## config.mk

```make
export PLATFORM = sky130hd
export DESIGN_NAME = pdp8lpbin
export DESIGN_NICKNAME = d
export VERILOG_FILES = /design/src/rtl/pdp8lpbin.sv
export SDC_FILE = /design/constraint.sdc
export NUM_CORES = 1
export LEC_CHECK = 0
export CAP_MARGIN = 0
export CORE_ASPECT_RATIO = 0.6
export CORE_MARGIN = 2
export CORE_UTILIZATION = 45
export CTS_BUF_LIST = sky130_fd_sc_hd__clkbuf_4 sky130_fd_sc_hd__clkbuf_8
export CTS_CLUSTER_DIAMETER = 40
export DETAILED_ROUTE_END_ITERATION = 8
export DONT_BUFFER_PORTS = 1
export PLACE_DENSITY = 0.59
export SYNTH_ARGS = -nofsm -noshare
export SYNTH_HDL_FRONTEND = slang
export SYNTH_SLANG_ARGS = --single-unit
```

## constraint.sdc

```tcl
create_clock -name CLOCK -period 8.1 [get_ports CLOCK]
set_input_delay 0 -clock CLOCK [delete_from_list [all_inputs] [get_ports CLOCK]]
set_output_delay 0 -clock CLOCK [all_outputs]
set_load 0.05 [all_outputs]
```

## src/rtl/pdp8lpbin.sv

```systemverilog
// PDP-8/L pulse bit input.
// ARM software pushes 32-bit words of sample bytes into a word FIFO. A pacer
// plays one byte out every (samprate+1) CSTEP cycles into curbyte, deriving a
// level bit from a threshold compare and flagging ready. The CPU polls these
// through IOTs on device DEVNO: 6xx1 skips on level, 6xx2 reads the byte into
// AC, and 6xx4 skips on ready and then clears it. The bits may be combined.
//
// Handshakes: the arm side has no handshake. armwrite is a single-cycle
// strobe that always completes, and armrdata is a pure combinational decode
// of armraddr. On the IOT side, iopstart and iopstop act only in a cycle with
// CSTEP=1. Results are registered and stay valid from the CSTEP cycle after
// iopstart until a CSTEP&iopstop cycle clears them.
module pdp8lpbin #(
    parameter logic [5:0] DEVNO  = 6'o05,
    parameter int         LOG2WD = 4,
    parameter logic [7:0] THRESH = 8'h80
) (
    input  logic        CLOCK,
    input  logic        RESET,
    input  logic        CSTEP,
    input  logic        armwrite,
    input  logic [1:0]  armraddr,
    input  logic [1:0]  armwaddr,
    input  logic [31:0] armwdata,
    output logic [31:0] armrdata,
    input  logic        iopstart,
    input  logic        iopstop,
    input  logic [11:0] ioopcode,
    input  logic [11:0] cputodev,
    output logic [11:0] devtocpu,
    output logic        AC_CLEAR,
    output logic        IO_SKIP
);

    localparam int DEPTH = 1 << LOG2WD;
    localparam logic [15:0] SAMPRATE_RST = 16'd12499;

    // Configuration and status
    logic                enable_q,    enable_d;
    logic [15:0]         samprate_q,  samprate_d;
    logic                overrun_q,   overrun_d;
    logic                underrun_q,  underrun_d;
    logic                ready_q,     ready_d;
    logic [7:0]          curbyte_q,   curbyte_d;
    logic                level_q,     level_d;
    logic [15:0]         sampcount_q, sampcount_d;

    // FIFO bookkeeping. words_q reaches DEPTH exactly, so its top bit means full.
    logic [31:0]         mem_q [DEPTH];
    logic [LOG2WD-1:0]   wptr_q,      wptr_d;
    logic [LOG2WD-1:0]   rptr_q,      rptr_d;
    logic [LOG2WD:0]     words_q,     words_d;
    logic [1:0]          bidx_q,      bidx_d;

    // Registered IOT results
    logic [11:0]         devtocpu_q,  devtocpu_d;
    logic                acclear_q,   acclear_d;
    logic                ioskip_q,    ioskip_d;

    // Per-cycle decode
    logic                wr_cfg;
    logic                wr_push;
    logic                fifo_full;
    logic                fifo_empty;
    logic                push_go;
    logic                pop_go;
    logic                pop_word;
    logic                iot_hit;
    logic [31:0]         head_word;
    logic [7:0]          head_byte;
    logic [LOG2WD+2:0]   fifocount;
    logic                unused_ok;

    assign unused_ok  = ^cputodev;

    assign wr_cfg     = armwrite && (armwaddr == 2'd1);
    assign wr_push    = armwrite && (armwaddr == 2'd2);
    assign fifo_full  = words_q[LOG2WD];
    assign fifo_empty = (words_q == '0);
    assign push_go    = wr_push && !fifo_full;
    assign head_word  = mem_q[rptr_q];
    assign fifocount  = {words_q, 2'b00} - {{(LOG2WD+1){1'b0}}, bidx_q};
    assign iot_hit    = CSTEP && iopstart && (ioopcode[11:9] == 3'o6)
                        && (ioopcode[8:3] == DEVNO);

    assign devtocpu   = devtocpu_q;
    assign AC_CLEAR   = acclear_q;
    assign IO_SKIP    = ioskip_q;

    // Select the byte at the play position; bytes go out most significant first
    always_comb begin
        head_byte = 8'h00;
        case (bidx_q)
            2'd0:    head_byte = head_word[31:24];
            2'd1:    head_byte = head_word[23:16];
            2'd2:    head_byte = head_word[15:8];
            default: head_byte = head_word[7:0];
        endcase
    end

    // Next-state logic: pacer, FIFO push/pop, IOT decode, then config write on top
    always_comb begin
        enable_d    = enable_q;
        samprate_d  = samprate_q;
        overrun_d   = overrun_q;
        underrun_d  = underrun_q;
        ready_d     = ready_q;
        curbyte_d   = curbyte_q;
        level_d     = level_q;
        sampcount_d = sampcount_q;
        wptr_d      = wptr_q;
        rptr_d      = rptr_q;
        words_d     = words_q;
        bidx_d      = bidx_q;
        devtocpu_d  = devtocpu_q;
        acclear_d   = acclear_q;
        ioskip_d    = ioskip_q;
        pop_go      = 1'b0;
        pop_word    = 1'b0;

        // Pacer: a config write in the same cycle suppresses it
        if (CSTEP && enable_q && !wr_cfg) begin
            if (sampcount_q == samprate_q) begin
                sampcount_d = 16'd0;
                if (fifo_empty) begin
                    underrun_d = 1'b1;
                end else begin
                    pop_go    = 1'b1;
                    curbyte_d = head_byte;
                    level_d   = (head_byte >= THRESH);
                    ready_d   = 1'b1;
                    if (bidx_q == 2'd3) begin
                        bidx_d   = 2'd0;
                        rptr_d   = rptr_q + 1'b1;
                        pop_word = 1'b1;
                    end else begin
                        bidx_d = bidx_q + 2'd1;
                    end
                end
            end else begin
                sampcount_d = sampcount_q + 16'd1;
            end
        end

        // Push side: a word arriving while full is lost and flagged
        if (wr_push && fifo_full) begin
            overrun_d = 1'b1;
        end
        if (push_go) begin
            wptr_d = wptr_q + 1'b1;
        end

        case ({push_go, pop_word})
            2'b10:   words_d = words_q + 1'b1;
            2'b01:   words_d = words_q - 1'b1;
            default: words_d = words_q;
        endcase

        // IOT outputs: the end of the pulse clears, and a new start overrides
        if (CSTEP && iopstop) begin
            devtocpu_d = 12'd0;
            acclear_d  = 1'b0;
            ioskip_d   = 1'b0;
        end
        if (iot_hit) begin
            ioskip_d   = (ioopcode[0] && level_q) || (ioopcode[2] && ready_q);
            acclear_d  = ioopcode[1];
            devtocpu_d = ioopcode[1] ? {4'b0000, curbyte_q} : 12'd0;
            // A byte landing in the same cycle keeps ready raised
            if (ioopcode[2] && !pop_go) begin
                ready_d = 1'b0;
            end
        end

        // Config write restarts playback from an empty FIFO
        if (wr_cfg) begin
            enable_d    = armwdata[31];
            samprate_d  = armwdata[15:0];
            overrun_d   = 1'b0;
            underrun_d  = 1'b0;
            ready_d     = 1'b0;
            curbyte_d   = 8'h00;
            level_d     = 1'b0;
            sampcount_d = 16'd0;
            wptr_d      = '0;
            rptr_d      = '0;
            words_d     = '0;
            bidx_d      = 2'd0;
        end
    end

    // State register with asynchronous reset
    always_ff @(posedge CLOCK or posedge RESET) begin
        if (RESET) begin
            enable_q    <= 1'b0;
            samprate_q  <= SAMPRATE_RST;
            overrun_q   <= 1'b0;
            underrun_q  <= 1'b0;
            ready_q     <= 1'b0;
            curbyte_q   <= 8'h00;
            level_q     <= 1'b0;
            sampcount_q <= 16'd0;
            wptr_q      <= '0;
            rptr_q      <= '0;
            words_q     <= '0;
            bidx_q      <= 2'd0;
            devtocpu_q  <= 12'd0;
            acclear_q   <= 1'b0;
            ioskip_q    <= 1'b0;
        end else begin
            enable_q    <= enable_d;
            samprate_q  <= samprate_d;
            overrun_q   <= overrun_d;
            underrun_q  <= underrun_d;
            ready_q     <= ready_d;
            curbyte_q   <= curbyte_d;
            level_q     <= level_d;
            sampcount_q <= sampcount_d;
            wptr_q      <= wptr_d;
            rptr_q      <= rptr_d;
            words_q     <= words_d;
            bidx_q      <= bidx_d;
            devtocpu_q  <= devtocpu_d;
            acclear_q   <= acclear_d;
            ioskip_q    <= ioskip_d;
        end
    end

    // FIFO storage; contents only matter where the pointers say they are valid
    always_ff @(posedge CLOCK) begin
        if (push_go) begin
            mem_q[wptr_q] <= armwdata;
        end
    end

    // Arm register read decode
    always_comb begin
        armrdata = 32'd0;
        case (armraddr)
            2'd0:    armrdata = 32'h50491004;
            2'd1:    armrdata = {enable_q, overrun_q, underrun_q, 5'b00000,
                                 level_q, 7'(fifocount), samprate_q};
            2'd2:    armrdata = {24'd0, curbyte_q};
            default: armrdata = 32'd0;
        endcase
    end

endmodule

```

# --- Word-level counts from Yosys, hierarchy flattened ---
# Memories as Yosys holds them, arrays and structs flattened.
# Index checks and enable logic that the tools add are counted.
word_totals:
  regBits: 74
  ramBits: 512
  input_bits: 66
  output_inout_bits: 46
  elab_cells: 122
  mem_count: 1
mem_list:
  columns: ["name", "depth", "word_bits", "read_ports", "rd_ports_with_merged_regs", "wr", "line", "rtl"]
  rows:
  - ["mem_q", 16, 32, 1, 0, 1, "49", "logic [31:0] mem_q [DEPTH];"]
classes:
  n_addsub: 7
  magnitude_cmp: 1
  eq_ne: 13
  muxes: 54
  n_reduce_logical: 31
ops:
  columns: ["op", "n"]
  rows:
  - ["case mux 32 bit (3 select lines)", 1]
  - ["two-way mux 16 bit", 3]
  - ["two-way mux 8 bit", 5]
  - ["two-way mux 1 bit", 28]
  - ["two-way mux 4 bit", 7]
  - ["two-way mux 12 bit", 2]
  - ["case mux 8 bit (3 select lines)", 1]
  - ["adder 16 x 1 -> 16 bit, second input constant", 1]
  - ["== test 16 bit", 1]
  - ["nonzero test 2 bit", 7]
  - ["logical AND 1 bit", 13]
  - ["== test 2 bit, second input constant", 5]
  - ["two-way mux 2 bit", 5]
  - ["case mux 5 bit (2 select lines)", 1]
  - ["adder 4 x 1 -> 4 bit, second input constant", 2]
  - ["== test 2 x 1 -> 1 bit, second input constant", 4]
  - [">= comparator 8 bit, second input constant", 1]
  - ["subtractor 7 x 2 -> 7 bit", 1]
  - ["== test 6 x 3 -> 1 bit, second input constant", 1]
  - ["AND reduction 3 bit", 2]
  - ["adder 5 x 1 -> 5 bit, second input constant", 1]
  - ["logical NOT 5 bit", 1]
  - ["two-way mux 5 bit", 1]
  - ["subtractor 5 x 1 -> 5 bit, second input constant", 1]
  - ["8 further kinds", 11]

# --- Logic depth before layout (Yosys ltp) ---
# Gate-level depths: netlist (run 1).
logic_depth:
  ltp_word: 10
  mapped_depth: 13
  mapped_depth_nobuf: 13

# --- Worst setup path after synthesis (run 1) ---
# No wires, ideal clock.
synth_timing:
  kind: "register -> register"
  start: "register words_q[4]"
  end: "memory mem_q[0][0] (enable)"
  setup_time_ns: 0.501
  arrival_ns: 4.008
  required_ns: 7.599
  path_slack_ns: 3.591
  stages_incl_launch_ff: 5
  n_path_buf: 2
  synth_period_minus_slack_ns: 4.509
  cell_sequence: "dfrtp_1 -> clkbuf_1 -> nand4bb_1 -> clkbuf_1 -> nor4_1"
synth_via:
  elab_chain_cells: 4
synth_rtl:
  columns: ["item", "line", "rtl"]
  rows:
  - ["start, declared", "52", "logic [LOG2WD:0] words_q, words_d;"]
  - ["start signal, assigned", "221", "words_q <= words_d;"]
  - ["logical NOT 1 bit", "80", "assign push_go = wr_push && !fifo_full;"]
  - ["logical AND 1 bit", "80", null]
  - ["two-way mux 1 bit", "231", "if (push_go) begin"]
  - ["two-way mux 1 bit (implied by the code)", "232", "mem_q[wptr_q] <= armwdata;"]
  - ["end, declared", "49", null]
# Every way passes these cells.

# --- Final worst setup path (run 1) ---
layout_timing:
  start: "register rptr_q[1]"
  end: "register curbyte_q[2]"
layout_via:
  elab_chain_cells: 6
layout_rtl:
  columns: ["item", "line", "rtl"]
  rows:
  - ["start, declared", "51", "logic [LOG2WD-1:0] rptr_q, rptr_d;"]
  - ["start signal, assigned", "220", "rptr_q <= rptr_d;"]
  - ["memory (16 x 32 bit)", null, null]
  - ["case mux 8 bit (3 select lines)", "93", "case (bidx_q)"]
  - ["two-way mux 8 bit", "125", "if (fifo_empty) begin"]
  - ["two-way mux 8 bit", "123", "if (sampcount_q == samprate_q) begin"]
  - ["two-way mux 8 bit", "122", "if (CSTEP && enable_q && !wr_cfg) begin"]
  - ["two-way mux 8 bit", "176", "if (wr_cfg) begin"]
  - ["end signal, assigned", "216", "curbyte_q <= curbyte_d;"]
  - ["end, declared", "44", "logic [7:0] curbyte_q, curbyte_d;"]
# Every way passes these cells. The select of a mux whose other input is x is not followed.
# A chain may end at the register's enable or synchronous reset.

==> key figures, run 1 <==
Setup path
  • Crit Path Max Fanout: 38
  • CP cell instances: buf_4, and2_1, nand2_1, a31oi_1, o21ai_0, a2111oi_0, o22ai_1
  • Worst Path Buf+Inv: 1
  • Max incr delay on CP: 840 ps
  • Worst path required time: 8600 ps
  • Worst R2R Start: rptr_q[1]$_DFFE_PP0P_
  • Worst reg-to-reg setup slack: 4330 ps
  • Family with the most delay on the worst path: compound AO/OA/AOI/OAI gates
  • Crit Path Class: flop to flop
  • Crit path DAT: 4260 ps
  • R2R cell count: 7
  • Slowest-stage cell, CP: and2_1
  • Crit start category: flop
  • FF-to-FF End: curbyte_q[2]$_DFFE_PP0P_
  • Critical Path End Type: flop

Layout
  • Total Nets Final: 1570
  • Syn-to-layout area delta: 12.78%
  • Layout cells sized above 1: 0.1857
  • Fillers: 4311

Synth
  • Synth warn: 0
  • Synth Area in Compound Gates: 0.04925
  • Mapped Avg Cell Area: 17.11 µm²
  • Count leader, synth: edfxtp_1
  • EDFF count, synth: 512
  • Post-synth ARST share: 0.1203
  • Synth cell types: 65
  • Most used DFF post-synth: edfxtp_1
  • Largest family of logic cells by synthesized area: multiplexers
  • Fraction of synthesized area in multiplexers: 0.1213
  • Mapped Area: 0.02375 mm²
  • Synth top cells by count: 512 x edfxtp_1, 109 x mux2i_1, 99 x nand2_1, 78 x mux4_2, 63 x dfrtp_1
  • Adder-cell share of the synthesized area: 0.008217
  • Simple-gate share of the synthesized area: 0.06479
  • Post-synthesis sequential area ratio: 0.7214
  • Yosys reg bits: 582
  • Cell taking the most area after synthesis: edfxtp_1
  • Top area cells in the synthesized netlist: edfxtp_1 65%, mux4_2 7.4%, dfrtp_1 6.6%
  • Mapped Cells: 1388
  • Xor/xnor share of the synthesized area: 0.01401
  • Top-area cell type share of the netlist area: 0.6473

STA
  • Final period util: 0.4648
  • Worst hold margin: 69.11 ps
  • Final Skew: 27.16 ps
  • Endpoints failing setup: 0
  • RSZ-0062 raised after global routing: false
  • Fmax: 0.2656 GHz
  • Max Slew Vio Count: 0
  • Final Hold Viols: 0
  • Final TNS setup: 0 ps
  • Slew Limit Headroom: 0.2180
  • Fin crit period: 3765 ps
  • Least-Margin Pin Slew: 1171 ps

Routing
  • Iteration-0 DRC Markers: 1404
  • Final ANT Viol Nets: 0
  • Vias per std cell: 5.806
  • DR WL/cell: 26.23 µm
  • # DRC: 0
  • First-pass detailed-route iteration total: 5
  • Total Wirelength: 59340 µm
  • Vias: 13130

Floorplan
  • I/O pins: 112
  • Die Ht: 182.0 µm
  • Row count: 65
  • Core area: 0.05238 mm²
  • Die W: 300.6 µm
  • Starting Density: 0.4535
  • Die area: 0.05470 mm²

GRT
  • Total track usage: 0.2199
  • Pin count of the biggest net entering global routing: 95
  • Vias in the first global route: 13000
  • First-pass GRT wire length: 87180 µm
  • Global route overflow: 0
  • Antenna violations before repair: 7

Pwr
  • PD cells: 220.6 mW/mm²
  • Leakage: 8.779 nW
  • Max VDD drop: 125.0 µV

Clock tree
  • CTS tree: done
  • H-Tree Depth: 3
  • Clock root cell: clkbuf_8
  • Post-CTS Repair Setup Buffers: 0
  • Clock-pin slew on the worst setup and hold paths: 60 ps
  • Max clock buf depth: 3
  • CTS sink cnt: 582
  • Post-cts sizing count: 0
  • Cts hold-fix bufs: 56
  • CTS Buf Count: 85
  • Clk Latency, worst-skew pair: 640 ps

Placement
  • Hpwl dp: 33130 µm
  • Placer Congestion: 0.8013
  • Port bufs: 0

Status
  • Status: complete, no violations

Job
  • Max cap viols: 0

Min path
  • Hold WC Path Type: input pin to async pin
## power by group
part / switching, mW / internal, mW
combinational: 0.190 / 0.0806
sequential: 0.0431 / 3.31
clock: 1.09 / 1.19
## cell usage in the layout (no fill, tap or decap), types with 17 or more instances in the layout
master	count
clkinv_1	18
a22o_1	19
inv_1	17
dlygate4sd3_1	56
a22oi_1	47
clkbuf_8	90
a21oi_1	28
nand2_1	99
buf_4	31
nand3_1	45
o21ai_0	18
edfxtp_1	512
dfrtp_1	61
nor2_1	41
clkbuf_4	35
mux4_2	78
mux2i_1	109
xor2_1	27
## worst max-delay path by stage
stage	startpoint	slack [ps]	to	cells after the start
2_1_floorplan	words_q[4]$_DFFE_PP0P_	3590	mem_q[0][0]$_DFFE_PP_	4
3_3_place_gp	rptr_q[1]$_DFFE_PP0P_	4260	curbyte_q[2]$_DFFE_PP0P_	7
3_5_place_dp	rptr_q[1]$_DFFE_PP0P_	4250	curbyte_q[2]$_DFFE_PP0P_	7
4_1_cts	rptr_q[1]$_DFFE_PP0P_	4250	curbyte_q[2]$_DFFE_PP0P_	7
5_1_grt	rptr_q[1]$_DFFE_PP0P_	4100	curbyte_q[2]$_DFFE_PP0P_	7
6_report	rptr_q[1]$_DFFE_PP0P_	4330	curbyte_q[2]$_DFFE_PP0P_	7
## cell type report
type	count	area, µm²	area share
Sequential cell	582	17140	0.6399
Multi-Input combinational cell	714	6238	0.2329
Clock buffer	125	1501	0.05605
Tap cell	703	879.6	0.03284
Timing Repair Buffer	88	813.3	0.03036
Clock inverter	29	137.6	0.005138
Inverter	18	67.56	0.002522
Antenna cell	3	7.507	0.0002802
## cells by family after synthesis
family                     Yosys count
muxes                              190
DFF                                582
AOI/OAI and AO/OA                  168
xor gates and xnor gates            38
adders and majority gates           15
buffers and inverters               99
and+or+nand+nor                    295
other                                1
## per-stage QoR
step / cell area [µm²] / power [mW] / cells / setup slack, ps / util
floorplan: 23780 / 3.575 / 1395 / 3591 / -
global placement: 24580 / 3.621 / 2049 / 4261 / 0.4693
detailed placement: 24580 / 3.628 / 2049 / 4249 / 0.4693
CTS: 26780 / 5.953 / 2259 / 4249 / 0.5113
global route: 26780 / 6.113 / 2259 / 4099 / 0.5113
finish: 26790 / 5.909 / 2262 / 4335 / 0.5115
## worst min-delay path, cell delays in order
cell and delay, ps:
dlygate4sd3_1 550, inv_2 50, buf_4 670
## per-layer routing
metal,routed length (µm),vias to the layer above,GRT usage
li1,-,5684,-
met1,26550,6800,0.3352
met2,26010,566,0.3151
met3,5943,76,0.05946
met4,783,8,0.05035
met5,53,-,0
## state kept, by name, summed over array words and instances (netlist names)
| name | flops |
|---|---|
| words_q | 5 |
| IO_SKIP | 1 |
| curbyte_q | 8 |
| bidx_q | 2 |
| mem_q | 512 |
| ready_q | 1 |
| AC_CLEAR | 1 |
| wptr_q | 4 |
| underrun_q | 1 |
| samprate_q | 16 |
| sampcount_q | 16 |
| overrun_q | 1 |
| devtocpu | 8 |
| rptr_q | 4 |
| enable_q | 1 |
| level_q | 1 |
Power figures use the tool's default switching activity.
==> inputs of run 2 (changes only) <==
PLACE_DENSITY = 0.61   (was 0.59)
clock period = 3.2 ns   (was 8.1 ns; I/O delays follow)
==> key figures, run 2 (synthesis results as in run 1) <==
Routing
  • Vias: 13470
  • DR WL/cell: 26.89 µm
  • First-pass detailed-route iteration total: 5
  • Final ANT Viol Nets: 0
  • Vias per std cell: 5.824
  • Iteration-0 DRC Markers: 1441
  • # DRC: 0
  • Total Wirelength: 62170 µm

STA
  • Final TNS setup: 0 ps
  • Slew Limit Headroom: 0.3081
  • Final Hold Viols: 0
  • Final period util: 0.9582
  • Fmax: 0.3261 GHz
  • Fin crit period: 3066 ps
  • Worst hold margin: 123.7 ps
  • Max Slew Vio Count: 0
  • Endpoints failing setup: 0
  • Final Skew: 19.24 ps
  • Least-Margin Pin Slew: 1041 ps

GRT
  • Total track usage: 0.2297
  • Antenna violations before repair: 2
  • Global route overflow: 0
  • Vias in the first global route: 13430
  • First-pass GRT wire length: 90670 µm
  • Pin count of the biggest net entering global routing: 42

Layout
  • Commonest non-fill, non-tap cells in the layout: 512 x edfxtp_1, 109 x mux2i_1, 99 x nand2_1
  • Area occupied by multi-input gates: 0.006238 mm²
  • Layout cells sized above 1: 0.2153
  • Reg area: 0.01714 mm²
  • Fillers: 4274
  • Post-route cell area: 0.02723 mm²
  • Syn-to-layout area delta: 14.65%
  • Total Nets Final: 1630
  • Final Non-Filler Cells: 2312
  • Largest register by flop count: mem_q
  • Max FFs per register: 512
  • Most common library cell in the layout ignoring fill and taps: edfxtp_1
  • Regs by FF count: mem_q: 512 flops, sampcount_q: 16 flops, samprate_q: 16 flops

Min path
  • Hold WC Path Type: input pin to flop

Clock tree
  • Max clock buf depth: 3
  • CTS sink cnt: 582
  • Clock-pin slew on the worst setup and hold paths: 70 ps
  • Clock root cell: clkbuf_8
  • CTS tree: done
  • CTS Buf Count: 81
  • Clk Latency, worst-skew pair: 670 ps
  • H-Tree Depth: 3

Floorplan
  • Starting Density: 0.4535
  • Core area: 0.05238 mm²
  • Die W: 300.6 µm
  • I/O pins: 112
  • Row count: 65
  • Die area: 0.05470 mm²
  • Die Ht: 182.0 µm

Setup path
  • Crit Path Max Fanout: 4
  • Crit start category: flop
  • Critical Path End Type: flop
  • Crit path DAT: 3660 ps
  • Crit Path Class: flop to flop
  • Worst path required time: 3790 ps

Pwr
  • Max VDD drop: 363.1 µV
  • PD cells: 543.2 mW/mm²
  • Leakage: 9.091 nW

Placement
  • Port bufs: 0
  • Placer Congestion: 0.8793
  • DP Cell Count: 2111
  • Placed instance area: 0.02513 mm²
  • Hpwl dp: 37690 µm

Job
  • Max cap viols: 0

Status
  • Status: complete, no violations
==> run 2: changes by cell type in the layout (fill, tap and decap cells not counted), sizes merged, moves of 3 or more <==
| cell | change |
|---|---|
| clkinvlp | -3 |
| buf | +67 |
| inv | +3 |
| clkbuf | -18 |
| clkinv | +5 |
| dlygate4sd3 | -3 |
==> run 2: critical path, cell delays in order (launching register included) <==
cell and delay [ps]:
dfrtp_1 430, xor2_1 210, nor4_4 430, nand4_4 180
nor3_4 200, nand3_2 140, inv_2 100, ha_1 260
nor2b_1 140, o21ai_0 150, nand2b_1 90, or4_1 390
mux2i_1 140, a311o_1 130
==> run 2: power by group <==
part	internal, mW	switching, mW	total [mW]
clock	2.74	2.82	5.57
sequential	8.38	0.0873	8.47
combinational	0.234	0.520	0.754
total	11.4	3.43	14.8
==> run 2: path summary, 6_finish.rpt <==
check / startpoint / endpoint / slack (ps) / cells after the start
worst max register to register: sampcount_q[3]$_DFFE_PP0P_ / words_q[4]$_DFFE_PP0P_ / 130 / 13
worst min-delay path: armwaddr[1] / overrun_q$_DFFE_PP0P_ / 120 / 2
worst min register to register: samprate_q[0]$_DFFE_PP1N_ / samprate_q[0]$_DFFE_PP1N_ / 500 / 2
max in group asynchronous: RESET / samprate_q[6]$_DFFE_PP1N_ / 2280 / 4
min in group asynchronous: RESET / samprate_q[0]$_DFFE_PP1N_ / 500 / 3
worst max-delay path: sampcount_q[3]$_DFFE_PP0P_ / words_q[4]$_DFFE_PP0P_ / 130 / 13
==> run 2: metal layers <==
layer	wire length, µm	GRT usage	vias to the layer above
met3	6097	0.07466	82
li1	-	-	5788
met5	13	0	-
met4	829	0.04577	2
met2	27100	0.3280	614
met1	28130	0.3450	6979
==> run 2: through the flow <==
step / power, mW / util / setup WS [ps]
3_3_place_gp: 9.201 / 0.4798 / 55.77
3_5_place_dp: 9.212 / 0.4798 / 83.84
5_1_grt: 15.27 / 0.5199 / -56.60
4_1_cts: 14.86 / 0.5192 / 63.42
6_report: 14.79 / 0.5200 / 133.8
2_1_floorplan: 9.048 / - / -1309
==> run 2: area by class of cell <==
| type | count | share of cell area |
|---|---|---|
| timing repair buffer | 152 | 0.05091 |
| sequential | 582 | 0.6295 |
| tap | 703 | 0.03230 |
| antenna | 2 | 0.0001838 |
| clock buffer | 107 | 0.04925 |
| clock inverter | 34 | 0.006340 |
| multi-input combinational | 714 | 0.2291 |
| inverter | 18 | 0.002481 |
==> run 2: timing repair <==
item / CTS / global route
hold endpoints to repair: 636 / 0
endpoints found under the setup margin: 0 / 1
setup buffers: 0 / 4
hold buffers: 54 / 0
gates resized for setup: 0 / 2
==> inputs of run 3 (changes only) <==
REMOVE_ABC_BUFFERS = 1   (was unset)
==> key figures, run 3 (synthesis results as in run 1) <==
STA
  • Fmax: 0.3368 GHz
  • Worst hold margin: 75.09 ps
  • Final Hold Viols: 0
  • Final period util: 0.9280
  • Fin crit period: 2969 ps
  • Endpoints failing setup: 0
  • RSZ-0062 raised after global routing: false
  • Slew Limit Headroom: 0.2866
  • Max Slew Vio Count: 0
  • Least-Margin Pin Slew: 1073 ps
  • Final Skew: 24.10 ps

Clock tree
  • Clock root cell: clkbuf_8
  • CTS Buf Count: 85
  • Max clock buf depth: 3
  • CTS tree: done
  • H-Tree Depth: 3
  • CTS sink cnt: 582
  • Clk Latency, worst-skew pair: 660 ps
  • Clock-pin slew on the worst setup and hold paths: 80 ps

Layout
  • Layout cells sized above 1: 0.2151
  • Total Nets Final: 1616
  • Final Non-Filler Cells: 2308
  • Regs by FF count: mem_q: 512 flops, sampcount_q: 16 flops, samprate_q: 16 flops
  • Max FFs per register: 512
  • Post-layout util: 0.5237
  • Fillers: 4221
  • Largest register by flop count: mem_q
  • Post-route cell area: 0.02743 mm²
  • Syn-to-layout area delta: 15.47%
  • Most common library cell in the layout ignoring fill and taps: edfxtp_1
  • Commonest non-fill, non-tap cells in the layout: 512 x edfxtp_1, 109 x mux2i_1, 99 x nand2_1

Setup path
  • Critical Path End Type: flop
  • R2R cell count: 13
  • Worst path required time: 3730 ps
  • Crit Path Max Fanout: 3
  • Crit start category: flop
  • Crit path DAT: 3500 ps
  • Crit Path Class: flop to flop

Floorplan
  • Row count: 65
  • Core area: 0.05238 mm²
  • I/O pins: 112
  • Die W: 300.6 µm
  • Die area: 0.05470 mm²
  • Starting Density: 0.4535
  • Die Ht: 182.0 µm

Routing
  • First-pass detailed-route iteration total: 8
  • Iteration-0 DRC Markers: 1503
  • Total Wirelength: 59970 µm
  • Vias: 13350
  • Vias per std cell: 5.786
  • # DRC: 0
  • Final ANT Viol Nets: 0
  • DR WL/cell: 25.98 µm

Status
  • Status: complete, no violations

Min path
  • Hold WC Path Type: input pin to async pin

GRT
  • Pin count of the biggest net entering global routing: 71
  • Antenna violations before repair: 0
  • First-pass GRT wire length: 88040 µm
  • Vias in the first global route: 13200
  • Global route overflow: 0
  • Total track usage: 0.2210

Pwr
  • PD cells: 566.8 mW/mm²
  • Leakage: 9.134 nW
  • Max VDD drop: 414.2 µV

Placement
  • Hpwl dp: 35890 µm
  • DP Cell Count: 2103
  • Placed instance area: 0.02514 mm²
  • Port bufs: 0
  • Placer Congestion: 0.8611

Job
  • Max cap viols: 0
## run 3: critical path: stages, from the launching register on
cell,delay (ps)
dfstp_2,550
xor2_1,90
nor4_4,390
nand4_4,190
nor3_4,190
nand3_2,120
buf_4,150
fa_1,390
nor2b_1,120
o21ai_1,70
nand2b_1,100
or4_1,110
mux2i_1,60
a311o_1,310
## run 3: final timing paths
| check | from | end | slack [ps] |
|---|---|---|---|
| worst max-delay path | samprate_q[13]$_DFFE_PP1N_ | words_q[4]$_DFFE_PP0P_ | 230 |
| worst min-delay path | RESET | samprate_q[9]$_DFFE_PP0N_ | 80 |
| worst max register to register | samprate_q[13]$_DFFE_PP1N_ | words_q[4]$_DFFE_PP0P_ | 230 |
| worst min register to register | samprate_q[13]$_DFFE_PP1N_ | samprate_q[13]$_DFFE_PP1N_ | 480 |
| max in group asynchronous | RESET | rptr_q[0]$_DFFE_PP0P_ | 2380 |
| min in group CLOCK | armwaddr[1] | overrun_q$_DFFE_PP0P_ | 150 |
## run 3: layout make-up
type	instances	area, µm²	area share
sequential	582	17140	0.6250
clock buffer	109	1363	0.04968
antenna	1	2.502	0.00009124
clock inverter	47	426.7	0.01556
multi-input combinational	714	6246	0.2277
tap	703	879.6	0.03207
timing repair buffer	134	1299	0.04735
inverter	18	67.56	0.002464
## run 3: power by group
part / total, mW / switching, mW / internal [mW] / leakage, nW
registers: 8.47 / 0.0872 / 8.39 / 5.53
clock network: 6.33 / 2.93 / 3.40 / 0.932
logic: 0.740 / 0.523 / 0.217 / 2.67
total: 15.5 / 3.55 / 12.0 / 9.13
## run 3: metal layers
metal	share of wire	global-route usage	up-vias
met4	0.013	0.04318	0
li1	-	-	5773
met5	0	0	-
met3	0.086	0.05049	74
met1	0.47	0.3464	6923
met2	0.43	0.3165	584
## run 3: through the flow
| step | setup slack [ps] | power [mW] | TNS [ps] |
|---|---|---|---|
| 2_1_floorplan | -3172 | 9.032 | -350520 |
| 3_3_place_gp | 49.30 | 9.214 | 0 |
| 3_5_place_dp | 67.64 | 9.225 | 0 |
| 4_1_cts | 49.09 | 15.65 | 0 |
| 5_1_grt | 24.34 | 16.06 | 0 |
| 6_report | 230.6 | 15.55 | 0 |
## run 3: repair_timing
action	4_1_cts	5_1_grt
resized for setup	0	4
hold buffers	47	0
setup buffers	0	1
endpoints found under the setup margin	0	1
hold endpoints to repair	635	0
